### src/rtl/digi_tube_sched.sv
// Round-robin display scheduler: shares one 4-digit seven-segment tube between
// three BCD requesters with a minimum dwell per grant and registered digit outputs.
module digi_tube_sched #(
  parameter int CLK_FREQ = 50_000_000,
  parameter int HOLD_MS  = 1000
) (
  input  logic        clk,
  input  logic        rst_n,
  input  logic [2:0]  req,
  input  logic [15:0] data_0,
  input  logic [15:0] data_1,
  input  logic [15:0] data_2,
  output logic [2:0]  grant,
  output logic [3:0]  d_0,
  output logic [3:0]  d_1,
  output logic [3:0]  d_2,
  output logic [3:0]  d_3,
  output logic        blank,
  output logic        switch_p
);

  localparam int HOLD_RAW = CLK_FREQ / 1000 * HOLD_MS;
  localparam int HOLD_CYC = (HOLD_RAW < 1) ? 1 : HOLD_RAW;
  localparam int DW       = $clog2(HOLD_CYC) + 1;
  localparam logic [DW-1:0] DWELL_MAX = DW'(HOLD_CYC - 1);

  localparam logic [0:0] ST_IDLE = 1'b0;
  localparam logic [0:0] ST_SHOW = 1'b1;

  logic [0:0]    state, state_nx;
  logic [1:0]    last, last_nx;
  logic [DW-1:0] dwell, dwell_nx;
  logic [2:0]    grant_nx;

  logic [3:0]    cand;
  logic [1:0]    rr_1, rr_2, pick_idx;
  logic          pick_ok;
  logic          held;
  logic [15:0]   shown;

  function automatic logic [1:0] rr_succ(input logic [1:0] i);
    return (i == 2'd2) ? 2'd0 : i + 2'd1;
  endfunction

  // While showing, the current grantee is masked out so an expiring grant
  // always moves on; the padded bit keeps index 3 from ever being selected.
  always_comb begin
    cand     = {1'b0, (state == ST_IDLE) ? req : (req & ~grant)};
    rr_1     = rr_succ(last);
    rr_2     = rr_succ(rr_1);
    pick_ok  = |cand;
    pick_idx = last;
    if (cand[rr_2]) pick_idx = rr_2;
    if (cand[rr_1]) pick_idx = rr_1;
  end

  assign held = |(req & grant);

  always_comb begin
    state_nx = state;
    grant_nx = grant;
    last_nx  = last;
    dwell_nx = dwell;
    case (state)
      ST_IDLE: begin
        if (pick_ok) begin
          grant_nx = 3'(3'b001 << pick_idx);
          last_nx  = pick_idx;
          dwell_nx = '0;
          state_nx = ST_SHOW;
        end
      end
      default: begin
        if (!held) begin
          dwell_nx = '0;
          if (pick_ok) begin
            grant_nx = 3'(3'b001 << pick_idx);
            last_nx  = pick_idx;
          end else begin
            grant_nx = 3'b000;
            state_nx = ST_IDLE;
          end
        end else if (dwell != DWELL_MAX) begin
          dwell_nx = dwell + DW'(1);
        end else begin
          // Expiry with no competitor re-grants in place, which is not a switch.
          dwell_nx = '0;
          if (pick_ok) begin
            grant_nx = 3'(3'b001 << pick_idx);
            last_nx  = pick_idx;
          end
        end
      end
    endcase
  end

  always_comb begin
    case (grant)
      3'b001:  shown = data_0;
      3'b010:  shown = data_1;
      3'b100:  shown = data_2;
      default: shown = 16'hFFFF;
    endcase
  end

  always_ff @(posedge clk or negedge rst_n) begin
    if (!rst_n) begin
      state    <= ST_IDLE;
      grant    <= 3'b000;
      last     <= 2'd2;
      dwell    <= '0;
      switch_p <= 1'b0;
    end else begin
      state    <= state_nx;
      grant    <= grant_nx;
      last     <= last_nx;
      dwell    <= dwell_nx;
      switch_p <= (grant_nx != grant);
    end
  end

  // Digits follow the grant register one edge later, using live source data.
  always_ff @(posedge clk or negedge rst_n) begin
    if (!rst_n) begin
      d_0   <= 4'hF;
      d_1   <= 4'hF;
      d_2   <= 4'hF;
      d_3   <= 4'hF;
      blank <= 1'b1;
    end else begin
      d_0   <= shown[3:0];
      d_1   <= shown[7:4];
      d_2   <= shown[11:8];
      d_3   <= shown[15:12];
      blank <= (grant == 3'b000);
    end
  end

endmodule
### config.mk
export PLATFORM = sky130hd
export DESIGN_NAME = digi_tube_sched
export DESIGN_NICKNAME = d
export VERILOG_FILES = /design/src/rtl/digi_tube_sched.sv
export SDC_FILE = /design/constraint.sdc
export NUM_CORES = 1
export LEC_CHECK = 0
export CAP_MARGIN = 20
export CORE_MARGIN = 5
export CORE_UTILIZATION = 30
export DETAILED_ROUTE_END_ITERATION = 16
export MAX_ROUTING_LAYER = met4
export PLACE_DENSITY = 0.51
export SLEW_MARGIN = 10
export SYNTH_ARGS = -nofsm -noshare
export SYNTH_HDL_FRONTEND = slang
export SYNTH_SLANG_ARGS = --single-unit
### constraint.sdc
create_clock -name clk -period 2.4 [get_ports clk]
set_input_delay 0.36 -clock clk [delete_from_list [all_inputs] [get_ports clk]]
set_output_delay 0.36 -clock clk [all_outputs]
set_load 0.01 [all_outputs]
# After elaboration in Yosys (flattened, before gate mapping)
# Cells that the tools add are included.
[totals]
in_bits = 53
elab_cells = 57
regBits = 51
[op_classes]
n_reduce_logical = 4
order_cmp = 2
n_bitwise = 3
shifts = 1
muxes = 26
add_sub_neg = 3
eq_ne = 8
[ops]
columns = ["cell", "count"]
rows = [
  ["two-way mux 27 bit", 4],
  ["case mux 16 bit (3 select lines)", 1],
  ["adder 27 x 1 -> 27 bit, second input constant", 1],
  ["inequality test 27 x 26 -> 1 bit, second input constant", 1],
  ["two-way mux 3 bit", 6],
  ["two-way mux 2 bit", 8],
  ["bitwise AND 3 bit", 2],
  ["< comparator 2 x 3 -> 1 bit, second input constant", 2],
  ["OR reduction 3 bit", 2],
  ["two-way mux 1 bit", 5],
  ["adder 2 x 1 -> 2 bit, second input constant", 2],
  ["binary-select mux 1 bit (select 2 bit)", 2],
  ["== test 2 bit, second input constant", 2],
  ["== test 3 x 1 -> 1 bit, second input constant", 1],
  ["== test 3 x 2 -> 1 bit, second input constant", 1],
  ["== test 3 bit, second input constant", 1],
  ["zero test 3 bit", 1],
  ["inequality test 3 bit", 1],
  ["inequality test 3 bit, second input constant", 1],
  ["NOT 3 bit", 1],
  ["left shift 1 x 2 -> 3 bit, first input constant", 1],
  ["nonzero test 2 bit", 1],
]

# Longest topological paths before layout
[logic_depth]
ltp_word = 14
ltp_mapped = 8

# Worst setup path before layout
# OpenSTA, ideal clock, no wires.
[synth_path]
path_kind = "reg-to-reg"
from = "register dwell[0]"
to = "register dwell[14]"
path_slack_ns = 0.365
arrival_ns = 1.909
stages_incl_launch_ff = 8
period_less_slack_ns = 2.035
path_buffers = 1
required_time_ns = 2.274
cell_sequence = "dfrtp_1 > ha_1 > nand4_1 > or4_1 > clkbuf_1 > nor2_1 > a221oi_1 > a311o_1"
[synth_between]
elab_chain_cells = 4
elab_cells_between_ends = 5
[synth_rtl]
columns = ["element", "line_no", "rtl"]
rows = [
  ["from (decl)", "32", "logic [DW-1:0] dwell, dwell_nx;"],
  ["from (signal assigned)", "117", "dwell <= dwell_nx;"],
  ["adder 27 x 1 -> 27 bit or inequality test 27 x 26 -> 1 bit (tied branches)", "84, 83", ""],
  ["two-way mux 27 bit (*)", "83", "end else if (dwell != DWELL_MAX) begin"],
  ["two-way mux 27 bit (*)", "74", "if (!held) begin"],
  ["two-way mux 27 bit (*)", "64", "case (state)"],
]
# Mark *: on every way between the ends. The rest lies on a longest branch, timed or not.
# A chain may end at the register's enable or synchronous reset.

# Worst setup path after layout
# Same ends and word-level chain as after synthesis.

==> run summary <==
Of all nets on the critical path, the largest fanout is 4. The cell count after synthesis came out at 274. For the sequential cell area fraction in the yosys report, the log shows 0.477. The library cell with the largest summed area after synthesis was sky130_fd_sc_hd__dfrtp_1.

In this run the remaining antenna-violating nets after routing total 0. During synthesis, Yosys emitted a total of 0 warnings. The number of clock sinks was 51; the total count of max-transition violations in the final report was 0. Initial antenna violation count: 0. The number of standard-cell rows in the floorplan is 34.

Adding up every negative setup slack in the final design gives 0 ps. The summed instance area of the synthesized netlist came out at 0.00272 mm^2. Counting flops with a built-in enable in the synthesized netlist gives 0. The cell area power density works out to 886 mW/mm^2.

The run gives 300 ps as the clock network latency to the later pin of the worst-skew pair. Type of destination of the critical path: a register. The die covers 0.0111 mm^2. The height of the die came out at 105 um.

The first-pass GRT wire length is 12600 um. In this run the horizontal extent of the chip is 105 um. For this run the aggregate overflow at the end of global routing stands at 0. TritonCTS built the clock tree. Summed over all cells, the static leakage comes to 1.40 nW. The class of the tightest hold or removal check was input port to async pin.

The critical path is of the register to register type. The post-layout instance count excluding filler cells came out at 465. For the final count of hold timing violations, the log shows 0.

The wire-length estimate of the detail-placed layout is 5660 um. The antenna diode instance count is 0, and the clock edge transition at the registers on the reported setup and hold paths is 90 ps. Sorting the synthesized cells by area gives the leading types as sky130_fd_sc_hd__dfrtp_1 (30%), sky130_fd_sc_hd__dfstp_2 (17%), sky130_fd_sc_hd__o22a_1 (10%), sky130_fd_sc_hd__nor2_1 (4.3%), sky130_fd_sc_hd__xnor2_1 (4.2%).

The number of distinct library cell variants in the gate-level netlist after synthesis came out at 53. The number of buffers and inverters on the critical path is 0. Setup repair after global routing left no endpoint under its margin. The number of CTS-inserted buffers was 5.

Relative max-transition margin: 0.512. For this run, design rule violations remaining after detail routing come to 0. The proportion of synthesized flip-flops having asynchronous set or reset works out to 1.00. Among all stages on the critical path, the largest delay is contributed by sky130_fd_sc_hd__or4_1. In this run, post-CTS hold repair placed 0 buffers.

Traced cell by cell, the critical path runs through ha_1, nand4_1, or4_1, nor2_1, a221oi_1, a311o_1. The worst path in the final design needs a cycle of 2140 ps, including I/O delays and setup. Layout overhead on the synthesized area: 37.9%.

The buffer depth of the longest clock path was 2; the total nets after synthesis was 328. Sorting the synthesized cells by how often they occur yields sky130_fd_sc_hd__dfrtp_1 (33), sky130_fd_sc_hd__o22a_1 (32), sky130_fd_sc_hd__nor2_1 (31). For the first-pass iteration count of the detailed router, the log shows 4.

The synthesized design contains 51 register bits. IR analysis of the VDD net gives a maximum drop of 0.414 mV. The run gives 410 as the net total in the final layout. Most used flip-flop cell after synthesis: sky130_fd_sc_hd__dfrtp_1. The cell sitting at the root of the clock tree is a sky130_fd_sc_hd__clkbuf_8.

In this design, the stage delay of the slowest critical-path cell is 560 ps. Between clock sinks in the finished design, the worst skew comes to 7.40 ps. Fraction of the cycle the final worst path needs: 0.893. Buffers placed on the I/O ports in this run total 73. The worst setup path is launched from a register. The area occupied by multi-input gates was 0.00132 mm^2; the number of resized instances in the post-cts repair step was 0. Across the run, the number of max-cap violations was 0.

The proportion of layout cells with a drive suffix above 1 was 0.140. The first routing iteration left 84 violations. A synthesized cell averages 9.94 um^2. The setup fix buffers added after clock tree synthesis was 0; the level count of the clock H-tree was 2. The run gives 0 as the final setup violation count.

The via count normalized by instance count is 5.22, and the sequential cell area is 0.00130 mm^2. Fill cells in the final layout number 839. The required time at the endpoint of the critical path is 2580 ps. The run gives 74 as the number of I/O pins.

The highest clock rate was 467 MHz. The via count of the first global-routing pass was 2489; the area of the core was 0.00876 mm^2. The tools report the wire length after detailed routing as 7670 um.

Entering global routing, the biggest net connects 52 pins. The run gives 0.311 as the initial cell density of the core. Most frequent cell after synthesis: sky130_fd_sc_hd__dfrtp_1.

Routability-driven placement finished with a final weighted congestion of 0.823. For the pin with the worst max-slew slack, the measured transition is 732 ps. The number of placed instances, taps included, is 457. On the critical path the largest part of the delay comes from simple AND/OR/NAND/NOR gates. In the final routed layout, each cell accounts on average for 16.5 um. The area share of the largest cell type after synthesis is 0.303. The run finished with clean final reports. The overall routing resource usage came out at 0.143.

Detailed routing inserted a total of 2428 vias. The critical path arrival is 2330 ps.
## final timing paths
| path | start | endpoint | slack [ps] | cells past startpoint |
|---|---|---|---|---|
| min reg2reg | dwell[6] | dwell[6] | 540 | 1 |
| min in group clk | dwell[6] | dwell[6] | 540 | 1 |
| min | rst_n | dwell[20] | 40 | 2 |
| max in group asynchronous | rst_n | blank | 2070 | 2 |
| max | dwell[0] | dwell[14] | 260 | 6 |
| max reg2reg | dwell[0] | dwell[14] | 260 | 6 |
## layout by cell type (no fill, tap or decap), types with 2 or more instances in the layout
master                            instances
sky130_fd_sc_hd__nor2_1                  31
sky130_fd_sc_hd__o22ai_1                  2
sky130_fd_sc_hd__or4_1                    3
sky130_fd_sc_hd__nand4_1                  6
sky130_fd_sc_hd__a21o_1                   4
sky130_fd_sc_hd__clkbuf_8                 7
sky130_fd_sc_hd__nor2b_1                  4
sky130_fd_sc_hd__o31ai_1                  2
sky130_fd_sc_hd__nor4_1                   8
sky130_fd_sc_hd__o2bb2ai_1                3
sky130_fd_sc_hd__inv_1                    8
sky130_fd_sc_hd__dfrtp_1                 33
sky130_fd_sc_hd__a21boi_0                 3
sky130_fd_sc_hd__nand2b_1                 7
sky130_fd_sc_hd__dfstp_2                 18
sky130_fd_sc_hd__a21oi_1                  5
sky130_fd_sc_hd__buf_4                   16
sky130_fd_sc_hd__xor2_1                   3
sky130_fd_sc_hd__xnor2_1                 13
sky130_fd_sc_hd__nand2_1                 11
sky130_fd_sc_hd__a22o_1                   3
sky130_fd_sc_hd__clkdlybuf4s50_1         72
sky130_fd_sc_hd__nand3_1                 10
sky130_fd_sc_hd__and4_1                   4
sky130_fd_sc_hd__nor3_1                   9
sky130_fd_sc_hd__o22a_1                  32
sky130_fd_sc_hd__o21ai_0                 12
## kinds of logic (layout without fill, tap and decap cells)
logic type | after synthesis | count (layout) | synth area share
AO/OA/AOI/OAI | 78 | 78 | 0.223
AND/OR/NAND/NOR | 104 | 104 | 0.204
XOR/XNOR | 16 | 16 | 0.0515
adder cells (fa/ha/maj) | 1 | 1 | 0.00459
flip-flops | 51 | 51 | 0.477
multiplexers | 1 | 1 | 0.00368
buffers and inverters | 23 | 106 | 0.0368
## worst reg2reg max path, stage by stage (launching register included)
cell                       delay, ps
sky130_fd_sc_hd__dfrtp_1         410
sky130_fd_sc_hd__ha_1            220
sky130_fd_sc_hd__nand4_1         180
sky130_fd_sc_hd__or4_1           560
sky130_fd_sc_hd__nor2_1          200
sky130_fd_sc_hd__a221oi_1        120
sky130_fd_sc_hd__a311o_1         340
## layer usage
layer  vias up  part of all wire  global-route usage
li1       1182                 -                   -
met1      1189              0.46               0.189
met2        47              0.49               0.226
met3        10             0.030              0.0238
met4         0             0.016              0.0447
met5         -                 0                   -
## final cells by class
cell class,count,area share
clock buffers,8,0.0267
flip-flops and latches,51,0.346
well taps,108,0.0360
inverters,8,0.00800
repair buffers,90,0.231
multi-input cells,200,0.353
## where the power goes
group	internal [mW]	total [mW]	switching (mW)
combinational	0.774	1.50	0.727
clock	0.264	0.543	0.279
sequential	1.16	1.28	0.122
total	2.20	3.32	1.13
## flip-flops by register name (all words and copies together), names as in the netlist
register	flops
last	2
d_1	4
d_2	4
switch_p	1
dwell	27
blank	1
state	1
d_0	4
grant	3
d_3	4
## metrics by stage
stage	hold WS, ps	instance area (um^2)	power, mW	utilization	worst slack [ps]
after CTS	47.8	3750	3.38	0.428	278
after global placement	383	3650	2.82	0.417	88.8
after global routing	57.5	3750	3.55	0.428	146
final	43.7	3750	3.32	0.428	257
after detailed placement	381	3650	2.82	0.417	37.3
after floorplan	64.4	2720	2.09	-	365
Power figures use the tool's default switching activity.
